$ cat config.mk
export PLATFORM = sky130hd
export DESIGN_NAME = bambu_putchar_buf_flat
export DESIGN_NICKNAME = d
export VERILOG_FILES = /design/src/rtl/bambu_putchar_buf_if.sv /design/src/rtl/bambu_putchar_buf.sv /design/src/flat_wrapper.sv
export SDC_FILE = /design/constraint.sdc
export NUM_CORES = 1
export LEC_CHECK = 0
export CORE_ASPECT_RATIO = 0.9
export CORE_UTILIZATION = 35
export CTS_CLUSTER_DIAMETER = 100
export CTS_CLUSTER_SIZE = 10
export DETAILED_ROUTE_END_ITERATION = 10
export GPL_ROUTABILITY_DRIVEN = 0
export GPL_TIMING_DRIVEN = 0
export MAX_ROUTING_LAYER = met4
export PLACE_DENSITY = 0.61
export SLEW_MARGIN = 30
export SYNTH_ARGS = -nofsm -noshare
export SYNTH_HDL_FRONTEND = slang
export SYNTH_SLANG_ARGS = --single-unit
$ cat constraint.sdc
create_clock -name clock -period 3.46 [get_ports clock]
set_input_delay 0.346 -clock clock [delete_from_list [all_inputs] [get_ports clock]]
set_output_delay 0.346 -clock clock [all_outputs]
set_load 0.005 [all_outputs]
$ cat src/rtl/bambu_putchar_buf_if.sv
// ---------------------------------------------------------------------------
// bambu_putchar_buf_if
// Groups the call handshake, the TX byte stream and the status outputs of
// bambu_putchar_buf.
//   start_port  : call request from the HLS datapath
//   c           : character to write
//   return_port : c on success, all-ones (EOF) when dropped
//   done_port   : one-cycle completion pulse
//   TX_DATA     : byte to the serializer
//   TX_ENABLE   : one-cycle strobe, TX_DATA valid
//   TX_READY    : serializer can accept
//   fifo_level  : buffer occupancy, 0..DEPTH
//   drop_count  : saturating count of dropped characters
// master = caller/serializer side, slave = the buffer itself.
// ---------------------------------------------------------------------------
interface bambu_putchar_buf_if #(
  parameter int DATA_W = 8,
  parameter int DEPTH  = 16
);
  localparam int LW = $clog2(DEPTH + 1);

  logic              start_port;
  logic [DATA_W-1:0] c;
  logic [DATA_W-1:0] return_port;
  logic              done_port;
  logic [DATA_W-1:0] TX_DATA;
  logic              TX_ENABLE;
  logic              TX_READY;
  logic [LW-1:0]     fifo_level;
  logic [15:0]       drop_count;

  modport master (
    output start_port, c, TX_READY,
    input  return_port, done_port, TX_DATA, TX_ENABLE, fifo_level, drop_count
  );

  modport slave (
    input  start_port, c, TX_READY,
    output return_port, done_port, TX_DATA, TX_ENABLE, fifo_level, drop_count
  );
endinterface

$ cat src/rtl/bambu_putchar_buf.sv
// ---------------------------------------------------------------------------
// bambu_putchar_buf
// Bambu-callable putchar with an internal circular buffer feeding a
// UART-style byte stream.
//   clock : system clock, rising edge
//   reset : synchronous, active-high; aborts a pending call (no done)
//   bus   : bambu_putchar_buf_if.slave (call handshake, TX stream, status)
// Parameters:
//   DATA_W   : character width (>= 8)
//   DEPTH    : buffer entries (power of 2, >= 2)
//   BLOCKING : 1 = stall the caller while full, 0 = drop and return EOF
// Optional feature: define BAMBU_PUTCHAR_CRLF_EXPAND_EN to emit CR before
// every buffered LF (the CR does not occupy a buffer slot).
// ---------------------------------------------------------------------------
module bambu_putchar_buf #(
  parameter int DATA_W   = 8,
  parameter int DEPTH    = 16,
  parameter int BLOCKING = 1
) (
  input  logic               clock,
  input  logic               reset,
  bambu_putchar_buf_if.slave bus
);
  localparam int                PW         = $clog2(DEPTH);
  localparam int                LW         = $clog2(DEPTH + 1);
  localparam logic [LW-1:0]     FULL_LEVEL = LW'(DEPTH);
  localparam logic [DATA_W-1:0] CHAR_EOF   = {DATA_W{1'b1}};
  localparam bit                DROP_MODE  = (BLOCKING == 0);

  typedef enum logic {FE_IDLE, FE_WRITE} fe_state_t;
  typedef enum logic {TX_IDLE, TX_GAP}   tx_state_t;

  // Front end
  fe_state_t         fe_state_q;
  logic [DATA_W-1:0] c_q;
  logic [DATA_W-1:0] return_q;
  logic              done_q;
  logic [15:0]       drop_count_q;

  // Buffer
  logic [DATA_W-1:0] mem_q [DEPTH];
  logic [PW-1:0]     wr_ptr_q, wr_ptr_d;
  logic [PW-1:0]     rd_ptr_q, rd_ptr_d;
  logic [LW-1:0]     level_q,  level_d;

  // TX side
  tx_state_t         tx_state_q;
  logic [DATA_W-1:0] tx_data_q;
  logic              tx_en_q;

  logic              full;
  logic              empty;
  logic              push;
  logic              pop;
  logic              tx_grant;
  logic              insert_cr;
  logic [DATA_W-1:0] head_data;

  // Full/empty are judged on the registered level, so a same-cycle pop never
  // frees room for a push and a same-cycle push is never visible to the TX side.
  assign full      = (level_q == FULL_LEVEL);
  assign empty     = (level_q == '0);
  assign head_data = mem_q[rd_ptr_q];
  assign push      = (fe_state_q == FE_WRITE) && !full;
  assign tx_grant  = (tx_state_q == TX_IDLE) && !empty && bus.TX_READY;

`ifdef BAMBU_PUTCHAR_CRLF_EXPAND_EN
  localparam logic [DATA_W-1:0] CHAR_LF = DATA_W'(8'h0A);
  localparam logic [DATA_W-1:0] CHAR_CR = DATA_W'(8'h0D);
  logic lf_pending_q;
  // First grant on an LF head emits CR and leaves the LF in place.
  assign insert_cr = tx_grant && (head_data == CHAR_LF) && !lf_pending_q;
`else
  assign insert_cr = 1'b0;
`endif

  assign pop = tx_grant && !insert_cr;

  // ---------------- front-end FSM ----------------
  always_ff @(posedge clock) begin
    if (reset) begin
      fe_state_q   <= FE_IDLE;
      c_q          <= '0;
      return_q     <= '0;
      done_q       <= 1'b0;
      drop_count_q <= '0;
    end else begin
      done_q <= 1'b0;
      case (fe_state_q)
        FE_IDLE: begin
          if (bus.start_port) begin
            c_q        <= bus.c;
            fe_state_q <= FE_WRITE;
          end
        end
        default: begin
          if (!full) begin
            done_q     <= 1'b1;
            return_q   <= c_q;
            fe_state_q <= FE_IDLE;
          end else if (DROP_MODE) begin
            done_q     <= 1'b1;
            return_q   <= CHAR_EOF;
            fe_state_q <= FE_IDLE;
            if (drop_count_q != 16'hFFFF) begin
              drop_count_q <= drop_count_q + 16'd1;
            end
          end
          // Blocking and full: hold here until a pop makes room.
        end
      endcase
    end
  end

  // ---------------- storage ----------------
  // Contents need no reset: cleared pointers/level make stale entries unreachable.
  always_ff @(posedge clock) begin
    if (push) begin
      mem_q[wr_ptr_q] <= c_q;
    end
  end

  always_comb begin
    wr_ptr_d = wr_ptr_q;
    rd_ptr_d = rd_ptr_q;
    level_d  = level_q;
    if (push) begin
      wr_ptr_d = wr_ptr_q + PW'(1);
    end
    if (pop) begin
      rd_ptr_d = rd_ptr_q + PW'(1);
    end
    case ({push, pop})
      2'b10:   level_d = level_q + LW'(1);
      2'b01:   level_d = level_q - LW'(1);
      default: level_d = level_q;
    endcase
  end

  always_ff @(posedge clock) begin
    if (reset) begin
      wr_ptr_q <= '0;
      rd_ptr_q <= '0;
      level_q  <= '0;
    end else begin
      wr_ptr_q <= wr_ptr_d;
      rd_ptr_q <= rd_ptr_d;
      level_q  <= level_d;
    end
  end

  // ---------------- TX FSM ----------------
  always_ff @(posedge clock) begin
    if (reset) begin
      tx_state_q   <= TX_IDLE;
      tx_data_q    <= '0;
      tx_en_q      <= 1'b0;
`ifdef BAMBU_PUTCHAR_CRLF_EXPAND_EN
      lf_pending_q <= 1'b0;
`endif
    end else begin
      tx_en_q <= 1'b0;
      case (tx_state_q)
        TX_IDLE: begin
          if (tx_grant) begin
            tx_en_q    <= 1'b1;
            tx_state_q <= TX_GAP;
`ifdef BAMBU_PUTCHAR_CRLF_EXPAND_EN
            tx_data_q    <= insert_cr ? CHAR_CR : head_data;
            lf_pending_q <= insert_cr;
`else
            tx_data_q  <= head_data;
`endif
          end
        end
        // Mandatory one-cycle gap keeps strobes at least 2 cycles apart.
        default: tx_state_q <= TX_IDLE;
      endcase
    end
  end

  assign bus.return_port = return_q;
  assign bus.done_port   = done_q;
  assign bus.TX_DATA     = tx_data_q;
  assign bus.TX_ENABLE   = tx_en_q;
  assign bus.fifo_level  = level_q;
  assign bus.drop_count  = drop_count_q;

endmodule

$ cat src/flat_wrapper.sv
// flat-port wrapper written by rule: the top's interface ports become plain ports
module bambu_putchar_buf_flat 
#(
  parameter int DATA_W   = 8,
  parameter int DEPTH    = 16,
  parameter int BLOCKING = 1
)
  (clock, reset, bus_start_port, bus_c, bus_TX_READY, bus_return_port, bus_done_port, bus_TX_DATA, bus_TX_ENABLE, bus_fifo_level, bus_drop_count);
  bambu_putchar_buf_if #(.DATA_W(DATA_W), .DEPTH(DEPTH)) bus_i ();
  input  logic clock;
  input  logic reset;
  input wire logic [$bits(bus_i.start_port)-1:0] bus_start_port;
  input wire logic [$bits(bus_i.c)-1:0] bus_c;
  input wire logic [$bits(bus_i.TX_READY)-1:0] bus_TX_READY;
  output wire logic [$bits(bus_i.return_port)-1:0] bus_return_port;
  output wire logic [$bits(bus_i.done_port)-1:0] bus_done_port;
  output wire logic [$bits(bus_i.TX_DATA)-1:0] bus_TX_DATA;
  output wire logic [$bits(bus_i.TX_ENABLE)-1:0] bus_TX_ENABLE;
  output wire logic [$bits(bus_i.fifo_level)-1:0] bus_fifo_level;
  output wire logic [$bits(bus_i.drop_count)-1:0] bus_drop_count;
  assign bus_i.start_port = bus_start_port;
  assign bus_i.c = bus_c;
  assign bus_i.TX_READY = bus_TX_READY;
  assign bus_return_port = bus_i.return_port;
  assign bus_done_port = bus_i.done_port;
  assign bus_TX_DATA = bus_i.TX_DATA;
  assign bus_TX_ENABLE = bus_i.TX_ENABLE;
  assign bus_fifo_level = bus_i.fifo_level;
  assign bus_drop_count = bus_i.drop_count;
  bambu_putchar_buf #(.DATA_W(DATA_W), .DEPTH(DEPTH), .BLOCKING(BLOCKING)) u_core (.clock(clock), .reset(reset), .bus(bus_i));
endmodule
# == Word level (Yosys, flattened, before mapping) ==
# Memories as Yosys holds them, arrays and structs flattened. A register that Yosys moved wholly into a read port is not among the register bits.
# Cells that the tools add are included.
# totals
reg_bits,32
mem_bits_rw,128
in_bits,12
memories,1
# mem_list
name,words,word_bits,rd,rd_ports_with_merged_regs,wr,line,rtl
u_core.mem_q,16,8,1,1,1,bambu_putchar_buf.sv:41,logic [DATA_W-1:0] mem_q [DEPTH];
# op_classes
add_sub_neg,4
n_eq_ne,3
muxes,8
bitwise,3
n_reduce_logical,12
# op_table
cell,n
$pmux W5 S2,1
$add A4 B1 Y4 const B,2
$mux W1,7
$reduce_and A2 Y1,3
$add A5 B1 Y5 const B,1
$eq A5 B5 Y1 const B,1
$logic_not A5 Y1,1
$sub A5 B1 Y5 const B,1
$reduce_or A2 Y1,2
$logic_and A1 B1 Y1,3
$not A1 Y1,3
$eq A2 B1 Y1 const B,1
$eq A2 B2 Y1 const B,1
$logic_not A1 Y1,2
$reduce_bool A2 Y1,1

# == Longest topological paths before layout ==
# Gate-level depths: netlist of run 1.
# depth
ltp_word,6
ltp_mapped,13

# == Least setup slack after synthesis of run 1 ==
# OpenSTA, ideal clock, no wires.
# synth_timing
path_kind,register -> register
start,"reg u_core.level_q[1], in the netlist u_core.bus.fifo_level[1]"
end,"reg u_core.level_q[4], in the netlist u_core.bus.fifo_level[4]"
arrival_ps,2918
slack_ps,422
stages_incl_launch_ff,14
n_path_buf,3
synth_period_minus_slack_ps,3038
cell_sequence,dfxtp_1 clkbuf_2 nor4_1 a21boi_2 buf_2 inv_1 ha_1 clkbuf_1 xor2_1 ha_1 a21oi_1 or3_1 a31oi_1 mux2_2
# synth_between
elab_chain_cells,6
elab_cells_between_ends,13
cone_classes,add/sub (2); eq/ne (3); mux (1); reduce/logical (7)
# synth_rtl
element,line,rtl
"start, declared",bambu_putchar_buf.sv:44,"logic [LW-1:0] level_q, level_d;"
"start signal, assigned",bambu_putchar_buf.sv:148,level_q <= level_d;
$logic_not A5 Y1,bambu_putchar_buf.sv:62,assign empty = (level_q == '0);
$logic_not A1 Y1,bambu_putchar_buf.sv:65,assign tx_grant = (tx_state_q == TX_IDLE) && !empty && bus.TX_READY;
$logic_and A1 B1 Y1 (2 in series),bambu_putchar_buf.sv:65,
$eq A2 B1 Y1 or $eq A2 B2 Y1 (tied branches),bambu_putchar_buf.sv:133,"case ({push, pop})"
$pmux W5 S2 or $reduce_bool A2 Y1 (tied branches),--,
# Parallel ways exist; a longest one is shown, timed or not.
# A chain may end at the register's enable or synchronous reset.

# == Worst setup path in the final report of run 1 ==
# layout_timing
start,"reg u_core.level_q[0], in the netlist u_core.bus.fifo_level[0]"
end,"reg u_core.level_q[4], in the netlist u_core.bus.fifo_level[4]"
# Same word-level chain as after synthesis.

==> impl_metrics.csv, run 1 <==
group,metric,value,unit
status,status,"complete, no violations",
timing,tightest_slew,0.921,ns
synthesis,synth_top_cell_by_area,"edfxtp_1",
critical_path,criticalPathCategory,"register to register",
synthesis,syn_inst,454,
pwr,p_leak,2.69,nW
timing,hold_viol,0,
critical_path,critPathCaptureType,"register",
synthesis,ys_ff_latch,168,
critical_path,cp.depth,11,
timing,layout_min_cycle_time,3.29,ns
clock_tree,postCtsSetupBuffers,0,
grt,busiest_layer,"met2",
floorplan,core.rowCount,47,
clock_tree,hold_buffers,0,
critical_path,critPathLaunchType,"register",
synthesis,synth.distinct_cells,49,
critical_path,rrSetupSlack,0.17,ns
critical_path,cp-endpoint,"u_core.bus.fifo_level[4]",
synthesis,ys.flop_type,"edfxtp_1",
grt,use_met2,23.2,%
clock_tree,cts_tree,"built",
route,drtIter0Drc,281,
timing,finalSetupTns,0,ns
cells_and_area,drive_above_1_share,15.0,%
grt,grt_use_met3,3.27,%
clock_tree,clk_latency,0.42,ns
pwr,total_power,0.00517,W
grt,grt_max_degree,19,
grt,grt_pass1_vias,3744,
critical_path,cp_data_arrival_time,3.60,ns
timing,maxSlewViolCount,0,
grt,grt.total_usage,15.9,%
timing,maxSlewHeadroom,38.4,%
synthesis,yosysSeqAreaShare,68.4,%
clock_tree,clkTransAtPathRegs,0.06,ns
pwr,sequentialPowerShare,46.3,%
timing,clock.fmax,304,MHz
timing,rsz0062_at_grt,"no",
critical_path,path_buf_inv,2,
critical_path,critical_path_peak_fanout,10,
cells_and_area,num-nets-final,541,
synthesis,postSynthAreaPerCell,15.0,sq um
critical_path,crit_start,"u_core.bus.fifo_level[0]",
grt,antenna_found_initial,0,
clock_tree,htree_levels,4,
critical_path,cp_cell_sequence,"nor4_2 > a21boi_2 > buf_2 > inv_1 > ha_1 > xor2_1 > ha_1 > a21oi_1 > a32oi_1 > a31oi_1 > mux2_2",
critical_path,r2r_cells,11,
route,drt_first_pass_iters,4,
synthesis,syn_area,6790,sq um
clock_tree,clockRootBuffer,"clkbuf_16",
synthesis,yosys_warnings,0,
timing,min_period_over_period,95.0,%
synthesis,async_reset_ff_share,0,%
grt,grt_pass1_wl,22.2,mm
worst_hold_path,min_path_cells,2,
critical_path,rr_startpoint,"u_core.bus.fifo_level[0]",
grt,global_route.overflow_total,0,
cells_and_area,diodes,0,
floorplan,die_x,149,um
critical_path,worst_path_max_delay_cell,"dfxtp_1",
pwr,power.share.switching,25.2,%
route,antenna_left,0,
clock_tree,clock-sinks,168,
placement,dpl.hpwl,9.79,mm
job,maxCapViolCount,0,
pwr,power.switching,0.00130,W
critical_path,required,3.77,ns
pwr,ir_drop,0.393,mV
route,vias,3891,
pwr,clkPwrFrac,37.9,%
pwr,pwr_density_cell,636,nW/um^2
pwr,p_int,0.00387,W
worst_hold_path,min_path_type,"register to register",
timing,setup_viol,0,
floorplan,die_area,20000,sq um
synthesis,synth_edf_count,128,
route,remaining_drc_errors,0,
critical_path,cp_common_cell,"ha_1",
floorplan,core_area,18700,sq um
cells_and_area,utilization,43.5,%
placement,io_buffers,34,
critical_path,slowest_delay,0.49,ns
clock_tree,cts_buffers,17,
route,drt-wirelength-per-cell,18.8,um
timing,finClkSkew,0.00668,ns
floorplan,initial_core_util,36.3,%
pwr,comb_power_share,15.8,%
route,viasPerCell,4.99,
floorplan,die_h,134,um
critical_path,r2r_end,"u_core.bus.fifo_level[4]",
critical_path,path_delay_family,"compound AO/OA/AOI/OAI gates",
synthesis,synth_top_area_share,56.6,%
grt,use_met1,22.1,%
cells_and_area,fill_cells,1678,
clock_tree,clock_path_buffers,2,
route,wl,14.6,mm
synthesis,synth_area_leaders,"edfxtp_1 (57%), dfxtp_1 (12%), mux2i_1 (9.6%), mux4_2 (3.0%), nor2_1 (2.9%)",
cells_and_area,area_growth,19.7,%
floorplan,ios,51,
[tightest hold or removal path, stage by stage (launching register included)]
cell and delay, ns:
dfxtp_1 0.31, nor2_1 0.09, a211oi_1 0.05
[Yosys cell counts (3+ instances only)]
library cell	n
a2111oi_0	3
a2111oi_1	4
a211oi_1	7
a21oi_1	3
buf_2	7
buf_4	20
clkbuf_1	13
dfxtp_1	40
edfxtp_1	128
ha_1	8
inv_1	5
mux2i_1	65
mux4_2	9
nand2_1	5
nor2_1	52
nor2b_1	6
nor3_1	6
o22ai_1	24
or3_1	3
xor2_1	6
[registers in the layout, indices dropped and copies added, names as in the netlist]
| signal | flops |
|---|---|
| u_core.mem_q | 128 |
| u_core.bus.done_port | 1 |
| u_core.bus.fifo_level | 5 |
| u_core.tx_state_q | 1 |
| u_core.c_q | 8 |
| u_core.wr_ptr_q | 4 |
| u_core.rd_ptr_q | 4 |
| u_core.bus.TX_DATA | 8 |
| u_core.fe_state_q | 1 |
| u_core.bus.return_port | 8 |
[metrics by stage]
step / area [sq um] / std cells / hold slack (ns) / setup WS (ns)
floorplan: 6850 / 469 / 0.485 / 0.422
global placement: 7490 / 748 / 0.476 / -0.307
detailed placement: 7510 / 748 / 0.485 / -0.338
CTS: 8130 / 780 / 0.506 / 0.0456
global route: 8130 / 779 / 0.521 / 0.0137
finish: 8130 / 779 / 0.499 / 0.172
[area by class of cell]
class | instances | area, sq um | share of cell area [%]
sequential | 168 | 4640 | 57.1
multi-input combinational | 251 | 1940 | 23.9
clock buffer | 20 | 437 | 5.37
timing repair buffer | 34 | 340 | 4.19
tap | 245 | 307 | 3.77
buffer | 44 | 265 | 3.26
clock inverter | 12 | 175 | 2.15
inverter | 5 | 18.8 | 0.231
[how the worst min path moves through the flow]
stage	from	to	slack [ns]
global placement	u_core.bus.return_port[2]	u_core.bus.return_port[2]	0.48
floorplan	u_core.bus.return_port[0]	u_core.bus.return_port[0]	0.48
finish	u_core.bus.TX_DATA[7]	u_core.bus.TX_DATA[7]	0.50
CTS	u_core.bus.TX_DATA[7]	u_core.bus.TX_DATA[7]	0.51
detailed placement	u_core.bus.return_port[3]	u_core.bus.return_port[3]	0.48
global route	u_core.bus.TX_DATA[6]	u_core.bus.TX_DATA[6]	0.52
[power by group through the flow]
stage | clock (W) | sequential, W | combinational (W)
detailed placement | 0 | 0.00243 | 0.000798
CTS | 0.00199 | 0.00239 | 0.000808
global route | 0.00206 | 0.00240 | 0.000885
floorplan | 0 | 0.00240 | 0.000495
global placement | 0 | 0.00242 | 0.000786
finish | 0.00196 | 0.00239 | 0.000816
[metal layers]
layer  vias to the layer above  routed length [um]  part of all wire [%]
li1                       1819                   -                     -
met1                      1921                6980                    48
met2                       129                6590                    45
met3                        22                 852                   5.8
met4                         0                 229                   1.6
met5                         -                   0                     0
[layout by cell type, fill, tap and decap left out, types with 3 or more instances in the layout]
cell type,n
a211oi_1,7
clkdlybuf4s50_1,34
ha_1,8
inv_1,5
xor2_1,6
nand2_1,5
dfxtp_1,40
buf_4,20
clkbuf_1,15
a2111oi_0,3
o22ai_1,24
clkbuf_16,17
nor3_2,4
clkinvlp_4,5
edfxtp_1,128
a21oi_1,3
mux4_2,9
mux2i_1,65
nor2b_1,6
conb_1,16
a2111oi_1,4
bufinv_16,4
nor2_1,51
or3_1,3
buf_2,7
[cells by family after synthesis]
group	after synthesis	synth area share [%]
and+or+nand+nor	87	5.97
muxes	76	12.9
AOI/OAI and AO/OA	56	5.92
buffers and inverters	50	4.24
other	1	0.0552
adders and majority gates	8	1.47
xor gates and xnor gates	8	1.03
DFF	168	68.4
[repair_timing]
action	4_1_cts	5_1_grt
setup endpoints to repair	1	1
cloned	0	0
gates resized for setup	1	1
hold endpoints to repair	0	0
Power figures use the tool's default switching activity.
==> inputs of run 2 (changes only) <==
--- a/config.mk
+++ b/config.mk
@@ -12,6 +12,7 @@
 export DETAILED_ROUTE_END_ITERATION = 10
 export GPL_ROUTABILITY_DRIVEN = 0
 export GPL_TIMING_DRIVEN = 0
+export HOLD_SLACK_MARGIN = 0.1
 export MAX_ROUTING_LAYER = met4
 export PLACE_DENSITY = 0.61
 export SLEW_MARGIN = 30
==> results of run 2 <==
The final DEF is identical to that of run 1; final timing and power are the same.
